===== src/rtl/audio_clock_regeneration_receiver.sv =====
// HDMI ACR packet receiver: validates N/CTS and regenerates the
// 128*fs and fs strobes in the pixel clock domain.

module audio_clock_regeneration_receiver #(
  parameter int LOCK_COUNT     = 2,
  parameter int CTS_TOLERANCE  = 16,
  parameter int TIMEOUT_CYCLES = 1_000_000
) (
  input  logic             clk_pixel,
  input  logic             reset,
  input  logic             packet_valid,
  input  logic [23:0]      header,
  input  logic [3:0][55:0] sub,
  output logic [19:0]      acr_n,
  output logic [19:0]      acr_cts,
  output logic             locked,
  output logic             clk_audio_x128_tick,
  output logic             sample_tick,
  output logic             packet_error
);

  localparam int TW = (TIMEOUT_CYCLES > 1) ?
                      $clog2(TIMEOUT_CYCLES) : 1;
  localparam int CW = $clog2(LOCK_COUNT + 1);
  localparam logic [TW-1:0] TMO_LAST = TW'(TIMEOUT_CYCLES - 1);
  localparam logic [55:0] FIELD_MASK = 56'hFF_FF_0F_FF_FF_0F_00;

  typedef enum logic [1:0] {
    UNLOCKED,
    ACQUIRE,
    LOCKED
  } state_t;

  state_t        state_q;
  logic [19:0]   n_q;
  logic [19:0]   cts_q;
  logic [CW-1:0] cnt_q;
  logic [TW-1:0] tmr_q;
  logic [20:0]   acc_q;
  logic [6:0]    div_q;
  logic          locked_q;
  logic          tick_q;
  logic          stick_q;
  logic          err_q;

  logic [19:0] rx_n;
  logic [19:0] rx_cts;
  logic [19:0] dcts;
  logic        subs_eq;
  logic        is_acr;
  logic        good;
  logic        same_n;
  logic        match;
  logic        in_tol;
  logic        tmo;
  logic [20:0] sum;
  logic [20:0] acc_step;
  logic        wrap;
  logic        unused_hdr;

  assign unused_hdr = ^header[23:8];

  always_comb begin
    rx_n     = {sub[0][35:32], sub[0][47:40], sub[0][55:48]};
    rx_cts   = {sub[0][11:8], sub[0][23:16], sub[0][31:24]};
    subs_eq  = (((sub[1] ^ sub[0]) & FIELD_MASK) == '0) &&
               (((sub[2] ^ sub[0]) & FIELD_MASK) == '0) &&
               (((sub[3] ^ sub[0]) & FIELD_MASK) == '0);
    is_acr   = packet_valid && (header[7:0] == 8'h01);
    good     = is_acr && subs_eq && (rx_n != '0) &&
               (rx_cts != '0) && (rx_n < rx_cts);
    same_n   = rx_n == n_q;
    match    = same_n && (rx_cts == cts_q);
    dcts     = (rx_cts >= cts_q) ? rx_cts - cts_q
                                 : cts_q - rx_cts;
    in_tol   = same_n &&
               ({1'b0, dcts} <= 21'(CTS_TOLERANCE));
    tmo      = tmr_q == TMO_LAST;
    sum      = acc_q + {1'b0, n_q};
    wrap     = sum >= {1'b0, cts_q};
    acc_step = wrap ? sum - {1'b0, cts_q} : sum;
  end

  always_ff @(posedge clk_pixel) begin
    if (reset) begin
      state_q  <= UNLOCKED;
      n_q      <= '0;
      cts_q    <= '0;
      cnt_q    <= '0;
      tmr_q    <= '0;
      acc_q    <= '0;
      div_q    <= '0;
      locked_q <= 1'b0;
      tick_q   <= 1'b0;
      stick_q  <= 1'b0;
      err_q    <= 1'b0;
    end else begin
      err_q   <= is_acr && !good;
      tick_q  <= 1'b0;
      stick_q <= 1'b0;
      unique case (state_q)
        UNLOCKED: begin
          tmr_q <= '0;
          acc_q <= '0;
          div_q <= '0;
          if (good) begin
            n_q   <= rx_n;
            cts_q <= rx_cts;
            cnt_q <= CW'(1);
            if (LOCK_COUNT <= 1) begin
              state_q  <= LOCKED;
              locked_q <= 1'b1;
            end else begin
              state_q <= ACQUIRE;
            end
          end
        end
        ACQUIRE: begin
          tmr_q <= tmr_q + 1'b1;
          if (good) begin
            tmr_q <= '0;
            if (!match) begin
              n_q   <= rx_n;
              cts_q <= rx_cts;
              cnt_q <= CW'(1);
            end else if (int'(cnt_q) + 1 >= LOCK_COUNT) begin
              state_q  <= LOCKED;
              locked_q <= 1'b1;
              acc_q    <= '0;
              div_q    <= '0;
            end else begin
              cnt_q <= cnt_q + 1'b1;
            end
          end else if (tmo) begin
            state_q <= UNLOCKED;
            tmr_q   <= '0;
          end
        end
        LOCKED: begin
          tmr_q <= tmr_q + 1'b1;
          if (good && !in_tol) begin
            n_q      <= rx_n;
            cts_q    <= rx_cts;
            cnt_q    <= CW'(1);
            state_q  <= ACQUIRE;
            locked_q <= 1'b0;
            acc_q    <= '0;
            div_q    <= '0;
            tmr_q    <= '0;
          end else if (!good && tmo) begin
            state_q  <= UNLOCKED;
            locked_q <= 1'b0;
            acc_q    <= '0;
            div_q    <= '0;
            tmr_q    <= '0;
          end else begin
            acc_q <= acc_step;
            if (wrap) begin
              tick_q  <= 1'b1;
              div_q   <= div_q + 1'b1;
              stick_q <= div_q == 7'd127;
            end
            // in-tolerance CTS update keeps phase unless it overshoots
            if (good) begin
              cts_q <= rx_cts;
              tmr_q <= '0;
              if (acc_step >= {1'b0, rx_cts}) acc_q <= '0;
            end
          end
        end
        default: state_q <= UNLOCKED;
      endcase
    end
  end

  assign acr_n               = n_q;
  assign acr_cts             = cts_q;
  assign locked              = locked_q;
  assign clk_audio_x128_tick = tick_q;
  assign sample_tick         = stick_q;
  assign packet_error        = err_q;

endmodule


===== config.mk =====
export PLATFORM = sky130hd
export DESIGN_NAME = audio_clock_regeneration_receiver
export DESIGN_NICKNAME = d
export VERILOG_FILES = /design/src/rtl/audio_clock_regeneration_receiver.sv
export SDC_FILE = /design/constraint.sdc
export NUM_CORES = 1
export LEC_CHECK = 0
export BUFFER_PORTS_ARGS = -buffer_cell sky130_fd_sc_hd__buf_2
export CAP_MARGIN = 10
export CELL_PAD_IN_SITES_DETAIL_PLACEMENT = 1
export CELL_PAD_IN_SITES_GLOBAL_PLACEMENT = 2
export CORE_AREA = 2 2 206 208
export DETAILED_ROUTE_END_ITERATION = 16
export DIE_AREA = 0 0 208 210
export MAX_ROUTING_LAYER = met4
export PLACE_DENSITY_LB_ADDON = 0.2
export SLEW_MARGIN = 30
export SYNTH_ARGS = -nofsm -noshare
export SYNTH_HDL_FRONTEND = slang
export SYNTH_SLANG_ARGS = --single-unit

===== constraint.sdc =====
create_clock -name clk_pixel -period 5.9 [get_ports clk_pixel]
set_clock_uncertainty 0.15 [all_clocks]
set_input_delay 0.885 -clock clk_pixel [delete_from_list [all_inputs] [get_ports clk_pixel]]
set_output_delay 0.885 -clock clk_pixel [all_outputs]
set_load 0.01 [all_outputs]

==> summary.txt, run 1 <==
Run status
  – Status: finished, violations left
  – Failing checks: negative setup slack

CTS
  – Deepest clock path buffer count: 2
  – CTS Buf Count: 9
  – Clock root buffer master: clkbuf_16
  – H-tree depth: 3
  – CTS Sinks: 96
  – CTS clk-pin slew, worst paths: 0.10 ns
  – Cts hold-fix bufs: 0
  – Clk_lat worst skew: 0.40 ns
  – TritonCTS clock tree: done

Floorplan
  – Initial Utilization: 27.6%
  – Core area: 0.0415 sq mm
  – Die H: 210 um
  – Die area: 0.0437 sq mm
  – Die width: 208 um
  – FP Rows: 75
  – Ports: 295

Layout
  – Post-layout util: 37.1%
  – Share of layout cells above drive strength 1: 29.8%
  – Area of the multi-input gates: 0.00940 sq mm
  – Nets: 2,275
  – Layout area overhead: 34.8%
  – Most frequent cells in the layout: buf_2, buf_4, nor2_1
  – Commonest non-fill, non-tap cell in the layout: buf_2
  – Fillers: 5,140
  – Cell Count, Final, Fillers Out: 2,446
  – Sequential Area: 0.00193 sq mm

Worst setup path
  – CP required: 6.03 ns
  – Startpoint Class: flip-flop
  – WS Path Type: reg -> reg
  – Arrival time at the worst endpoint: 6.38 ns
  – Endpoint class of the critical path: flip-flop
  – CP Max Fanout: 6
  – Worst path slowest cell: dfxtp_4
  – CP most frequent cell: buf_4
  – Worst path max stage delay: 0.37 ns

GRT
  – GR peak layer: met2
  – Initial antenna violation count: 8
  – First-pass GRT wire length: 88,100 um
  – Grt total ovfl: 0
  – Vias in the first global route: 13,800
  – Met3 GRT Util: 4.37%
  – Total Routing Usage GR: 27.6%
  – Grt met1 use: 34.2%
  – Met2 Track Usage GR: 46.6%
  – Largest net degree at the start of global routing: 71

Pwr
  – Cell Pwr Density: 116 mW/mm^2
  – Power, Total: 1780 uW
  – Total leakage power: 0.00680 uW
  – Max VDD drop: 258 uV

Yosys
  – Top cell type's share of synthesized area: 16.8%
  – Syn_nets: 1,920
  – Synthesized cell area: 0.0114 sq mm
  – Synth Register Bits: 96
  – Area contributors post-synth: dfxtp_1, ha_1, a21oi_1
  – Synth area leader: dfxtp_1
  – Synth async-reset ratio: 0%
  – Sequential cell area fraction in the yosys report: 16.8%
  – Average size of a mapped cell: 7.41 sq um
  – Synth Flop Type: dfxtp_1
  – Post-Syn Instances: 1,542
  – Number of synthesized flops with an enable pin: 0
  – Yosys warning total: 0
  – Unique cell type count in the Yosys netlist: 73

Route
  – Via density: 5.41
  – Remaining DRCs: 0
  – 1st-iter DRT viols: 669
  – Post-route ant nets: 0
  – Via count: 13,200
  – Wirelength per Cell: 24.4 um
  – Wirelength, routed: 59,700 um
  – DRT Pass-1 Iters: 5

Timing
  – Worst Tran Pin Value: 0.924 ns
  – Final setup viols: 21
  – Rel. slew slack: 37.8%
  – Final min period: 6.25 ns
  – Final WS setup: -0.348 ns
  – Fin. Hold Viols: 0
  – Fmax: 0.160 GHz
  – Final Cycle Share: 106%
  – Setup TNS: -5.10 ns
  – Unrepaired setup endpoints after global routing: yes
  – Slew Limit Fails: 0

Placement
  – Final Wtd Congestion: 0.943
  – Port buffer count: 214
  – Post-Place Cells: 2,388
  – Detailed Place HPWL: 48,500 um

Hold path
  – Hold WC Path Type: reg -> reg

Run
  – Max-Cap Viols: 0
## through the flow
stage          setup WS [ns]  cell area [sq um]  hold slack (ns)
2_1_floorplan        0.00788              11500            0.274
3_3_place_gp          -0.588              14200            0.289
3_5_place_dp          -0.773              14200            0.298
4_1_cts               -0.290              15100            0.314
5_1_grt               -0.610              15400            0.349
6_report              -0.348              15400            0.314
## synthesized netlist by cell type, drive strengths merged, types with 45 or more instances
| library cell | number |
|---|---|
| a21oi | 126 |
| dfxtp | 96 |
| xor2 | 47 |
| clkbuf | 63 |
| inv | 87 |
| nor4 | 45 |
| nor2 | 125 |
| xnor2 | 75 |
| nor2b | 68 |
| ha | 125 |
| o21ai | 83 |
| nand2 | 95 |
| nand3 | 69 |
## layer usage
| metal | share of wire (%) | up-vias |
|---|---|---|
| li1 | - | 6355 |
| met1 | 45 | 6523 |
| met2 | 48 | 280 |
| met3 | 4.3 | 77 |
| met4 | 2.9 | 0 |
| met5 | 0 | - |
## timing repair
action / 4_1_cts / 5_1_grt
setup endpoints to repair: 20 / 21
pin swaps: 55 / 48
gates resized for setup: 76 / 47
setup buffers: 31 / 7
gates cloned: 3 / 0
## logic make-up after synthesis
| logic type | share of synthesized area [%] |
|---|---|
| simple gates | 27.2 |
| flops | 16.8 |
| xor+xnor | 9.55 |
| fa+ha+maj | 14.0 |
| buf+inv | 5.90 |
| mux | 2.63 |
| compound gates | 23.9 |
## power by group
part | leakage [uW] | switching [uW] | internal [uW]
Sequential | 0.000776 | 0.00134 | 647
Combinational | 0.00587 | 295 | 181
Clock | 0.000150 | 353 | 304
Total | 0.00680 | 648 | 1130
## worst max-delay path, delay by kind of cell (launching register included)
family / cells / cell delay, ns
xor gates and xnor gates: 1 / 0.12
and+or+nand+nor: 6 / 0.67
adders and majority gates: 2 / 0.48
buffers and inverters: 16 / 2.00
DFF: 1 / 0.37
AOI/OAI and AO/OA: 12 / 2.31
## final timing paths
check	slack (ns)	cells after the start	start	endpoint
worst max-delay path	-0.35	37	acr_n[0]	acc_q[19]
worst min-delay path	0.31	2	acc_q[14]	acc_q[14]
worst min register to register	0.31	2	acc_q[14]	acc_q[14]
worst max register to register	-0.35	37	acr_n[0]	acc_q[19]
## sequential cells by signal, indices dropped and copies added (netlist names), 2 cells and up
name	cells
tmr_q	20
state_q	2
acr_cts	20
acr_n	20
div_q	7
acc_q	21
cnt_q	2
## cell type report
cell class | instances | share of cell area [%]
clock buffers | 9 | 1.46
flip-flops and latches | 96 | 12.5
diodes | 5 | 0.0812
inverters | 87 | 2.12
clock inverters | 7 | 0.528
multi-input cells | 1278 | 61.0
well taps | 539 | 4.38
repair buffers | 425 | 17.9
No activity file was read; power rests on OpenSTA's default activity.
==> run 2, diff against run 1 <==
--- a/config.mk
+++ b/config.mk
@@ -5,13 +5,14 @@
 export SDC_FILE = /design/constraint.sdc
 export NUM_CORES = 1
 export LEC_CHECK = 0
+export ABC_AREA = 1
 export BUFFER_PORTS_ARGS = -buffer_cell sky130_fd_sc_hd__buf_2
 export CAP_MARGIN = 10
 export CELL_PAD_IN_SITES_DETAIL_PLACEMENT = 1
 export CELL_PAD_IN_SITES_GLOBAL_PLACEMENT = 2
-export CORE_AREA = 2 2 206 208
+export CORE_AREA = 2 2 222 224
 export DETAILED_ROUTE_END_ITERATION = 16
-export DIE_AREA = 0 0 208 210
+export DIE_AREA = 0 0 224 226
 export MAX_ROUTING_LAYER = met4
 export PLACE_DENSITY_LB_ADDON = 0.2
 export SLEW_MARGIN = 30
==> constraint.sdc (replaced) <==
create_clock -name clk_pixel -period 8.1 [get_ports clk_pixel]
set_clock_uncertainty 0.15 [all_clocks]
set_input_delay 1.215 -clock clk_pixel [delete_from_list [all_inputs] [get_ports clk_pixel]]
set_output_delay 1.215 -clock clk_pixel [all_outputs]
set_load 0.01 [all_outputs]
==> run 2 against run 1 <==
Against the previous run:
- the flow now finishes without violations
- largest cell class unchanged
- sequential share of layout area down 0.69 points
- largest power group unchanged
- global-route usage up 3.0 points
- synthesized cell count up 60%
- flip-flop and latch count unchanged
- combinational power down 2%
- design area up 5.3%
- maximum frequency down 12%
- power down 20%
- routed wire length up 26%
==> summary.txt, run 2 <==
Worst setup path
  – CP bufs+invs: 10 (was 16)
  – WS Path Type: reg -> reg (unchanged)
  – Startpoint Class: flip-flop (unchanged)
  – Arrival time at the worst endpoint: 7.29 ns (was 6.38 ns)
  – CP Max Fanout: 19 (was 6)
  – Endpoint class of the critical path: flip-flop (unchanged)
  – CP most frequent cell: nand2_1 (was buf_4)
  – CP required: 8.27 ns (was 6.03 ns)
  – Worst path max stage delay: 0.45 ns (was 0.37 ns)
  – Worst path slowest cell: fa_1 (was dfxtp_4)
  – Delay-heaviest family, CP: simple AND/OR/NAND/NOR gates (was compound AO/OA/AOI/OAI gates)

CTS
  – Cts hold-fix bufs: 0 (unchanged)
  – Clk_lat worst skew: 0.41 ns (was 0.40 ns)
  – Deepest clock path buffer count: 2 (unchanged)
  – CTS Sinks: 96 (unchanged)
  – CTS clk-pin slew, worst paths: 0.08 ns (was 0.10 ns)
  – Setup Buffers After CTS: 0 (was 31)
  – Cts repair resizes: 0 (was 76)
  – TritonCTS clock tree: done (unchanged)
  – Clock root buffer master: clkbuf_16 (unchanged)
  – CTS Buf Count: 9 (unchanged)
  – H-tree depth: 3 (unchanged)

Floorplan
  – Initial Utilization: 29.6% (was 27.6%)
  – Die H: 226 um (was 210 um)
  – Die area: 0.0506 sq mm (was 0.0437 sq mm)
  – FP Rows: 81 (was 75)
  – Core area: 0.0483 sq mm (was 0.0415 sq mm)
  – Ports: 295 (unchanged)
  – Die width: 224 um (was 208 um)

GRT
  – Initial antenna violation count: 1 (was 8)
  – Vias in the first global route: 17,400 (was 13,800)
  – Largest net degree at the start of global routing: 66 (was 71)
  – Total Routing Usage GR: 30.7% (was 27.6%)
  – First-pass GRT wire length: 111,000 um (was 88,100 um)
  – Grt total ovfl: 0 (unchanged)

Route
  – DRT Pass-1 Iters: 6 (was 5)
  – Remaining DRCs: 0 (unchanged)
  – Wirelength, routed: 75,500 um (was 59,700 um)
  – Post-route ant nets: 0 (unchanged)
  – Via density: 5.26 (was 5.41)
  – Wirelength per Cell: 23.1 um (was 24.4 um)
  – Via count: 17,200 (was 13,200)
  – 1st-iter DRT viols: 1,033 (was 669)

Yosys
  – Unique cell type count in the Yosys netlist: 54 (was 73)
  – Sequential cell area fraction in the yosys report: 13.4% (was 16.8%)
  – Number of synthesized flops with an enable pin: 0 (unchanged)
  – Synth Flop Type: dfxtp_1 (unchanged)
  – Cell with the most instances after synthesis: nand2_1 (was a21oi_1)
  – Synth async-reset ratio: 0% (unchanged)
  – Post-Syn Instances: 2,465 (was 1,542)
  – Post-synth top cells: nand2_1, inv_1, nor2_1 (was a21oi_1, ha_1, nor2_1)
  – Average size of a mapped cell: 5.81 sq um (was 7.41 sq um)
  – Top cell type's share of synthesized area: 18.2% (was 16.8%)
  – Yosys warning total: 0 (unchanged)
  – Synthesized cell area: 0.0143 sq mm (was 0.0114 sq mm)
  – Synth Register Bits: 96 (unchanged)
  – Syn_nets: 2,843 (was 1,920)
  – Area contributors post-synth: nand2_1, dfxtp_1, ha_1 (was dfxtp_1, ha_1, a21oi_1)
  – Synth area leader: nand2_1 (was dfxtp_1)

Pwr
  – Switching pwr: 590 uW (was 648 uW)
  – Pint: 832 uW (was 1130 uW)
  – Power, Total: 1420 uW (was 1780 uW)
  – Sequential share of power: 33.1% (was 36.3%)
  – Sw frac: 41.5% (was 36.4%)
  – Clock power share: 34.0% (was 36.9%)
  – Combinational Power Share: 32.8% (was 26.7%)
  – Total leakage power: 0.00816 uW (was 0.00680 uW)
  – Cell Pwr Density: 87.7 mW/mm^2 (was 116 mW/mm^2)
  – Max VDD drop: 79.6 uV (was 258 uV)

Timing
  – Unrepaired setup endpoints after global routing: no (was yes)
  – Final Cycle Share: 87.8% (was 106%)
  – Worst Tran Pin Value: 0.892 ns (was 0.924 ns)
  – Hold slack: 0.319 ns (was 0.314 ns)
  – Final setup viols: 0 (was 21)
  – Fin. Hold Viols: 0 (unchanged)
  – Slew Limit Fails: 0 (unchanged)
  – Setup TNS: 0 ns (was -5.10 ns)
  – Rel. slew slack: 40.5% (was 37.8%)
  – Final min period: 7.11 ns (was 6.25 ns)
  – Fmax: 0.141 GHz (was 0.160 GHz)

Layout
  – Largest register FFs: 21 (unchanged)
  – Layout area overhead: 13.2% (was 34.8%)
  – Commonest non-fill, non-tap cell in the layout: nand2_1 (was buf_2)
  – Share of layout cells above drive strength 1: 14.6% (was 29.8%)
  – Most flop-heavy register: acc_q (unchanged)
  – Nets: 3,015 (was 2,275)
  – ANT cells: 0 (was 5)
  – Most frequent cells in the layout: nand2_1, inv_1, nor2_1 (was buf_2, buf_4, nor2_1)

Hold path
  – Hold WC Path Type: reg -> reg (unchanged)

Run
  – Max-Cap Viols: 0 (unchanged)

Placement
  – Final Wtd Congestion: 1.02 (was 0.943)
  – Port buffer count: 214 (unchanged)
  – Detailed Place HPWL: 64,300 um (was 48,500 um)

Run status
  – Status: finished, final reports clean (was finished, violations left)
run 2: cell type report:
cell class,instances,area (sq um)
Sequential cell,96,1920
Inverter,352,1320
Clock inverter,7,81.3
Timing Repair Buffer,223,1140
Clock buffer,9,225
Tap cell,622,778
Multi-Input combinational cell,1955,10700
Fill cell,6599,32100
run 2: tightest hold or removal path, stage by stage, from the launching register on:
cell and delay, ns:
dfxtp_1 0.31, nand2_1 0.06, a21oi_1 0.06
run 2: cell families (layout without fill, tap and decap cells):
kind of cell	after synthesis	in the layout	synth area share, %
adder cells (fa/ha/maj)	127	127	11.2
XOR/XNOR	104	104	6.36
AND/OR/NAND/NOR	1404	1404	44.0
flip-flops	96	96	13.4
multiplexers	6	6	0.419
AO/OA/AOI/OAI	314	314	12.9
buffers and inverters	414	591	11.7
run 2: path summary, 6_finish.rpt:
check,startpoint,to,slack (ns),depth (start not counted)
worst min register to register,tmr_q[3],tmr_q[3],0.32,2
worst max register to register,acr_n[0],acc_q[9],0.99,43
worst min-delay path,tmr_q[3],tmr_q[3],0.32,2
worst max-delay path,acr_n[0],acc_q[9],0.99,43
run 2: routing by layer:
layer  track usage (%)  vias to the layer above  share of wire (%)  wire, um
li1                  -                     8361                  -         -
met2              50.3                      495                 46     34900
met3              2.88                       88                4.7      3560
met1              39.5                     8222                 46     34400
met4              10.4                        0                3.4      2540
met5                 -                        -                  0         0
run 2: power groups by stage:
stage          sequential (uW)  clock, uW  combinational, uW
2_1_floorplan              483          0                254
3_3_place_gp               483          0                452
3_5_place_dp               483          0                456
4_1_cts                    471        494                459
5_1_grt                    472        513                504
6_report                   471        484                467
run 2: through the flow:
step / utilization [%] / instance area (sq um) / std cells / setup WS [ns]
detailed placement: 32.9 / 15900 / 3248 / 1.06
floorplan: - / 14300 / 2465 / 2.52
global route: 33.5 / 16200 / 3264 / 0.219
finish: 33.5 / 16200 / 3264 / 0.986
global placement: 32.9 / 15900 / 3248 / 1.11
CTS: 33.5 / 16200 / 3264 / 1.03
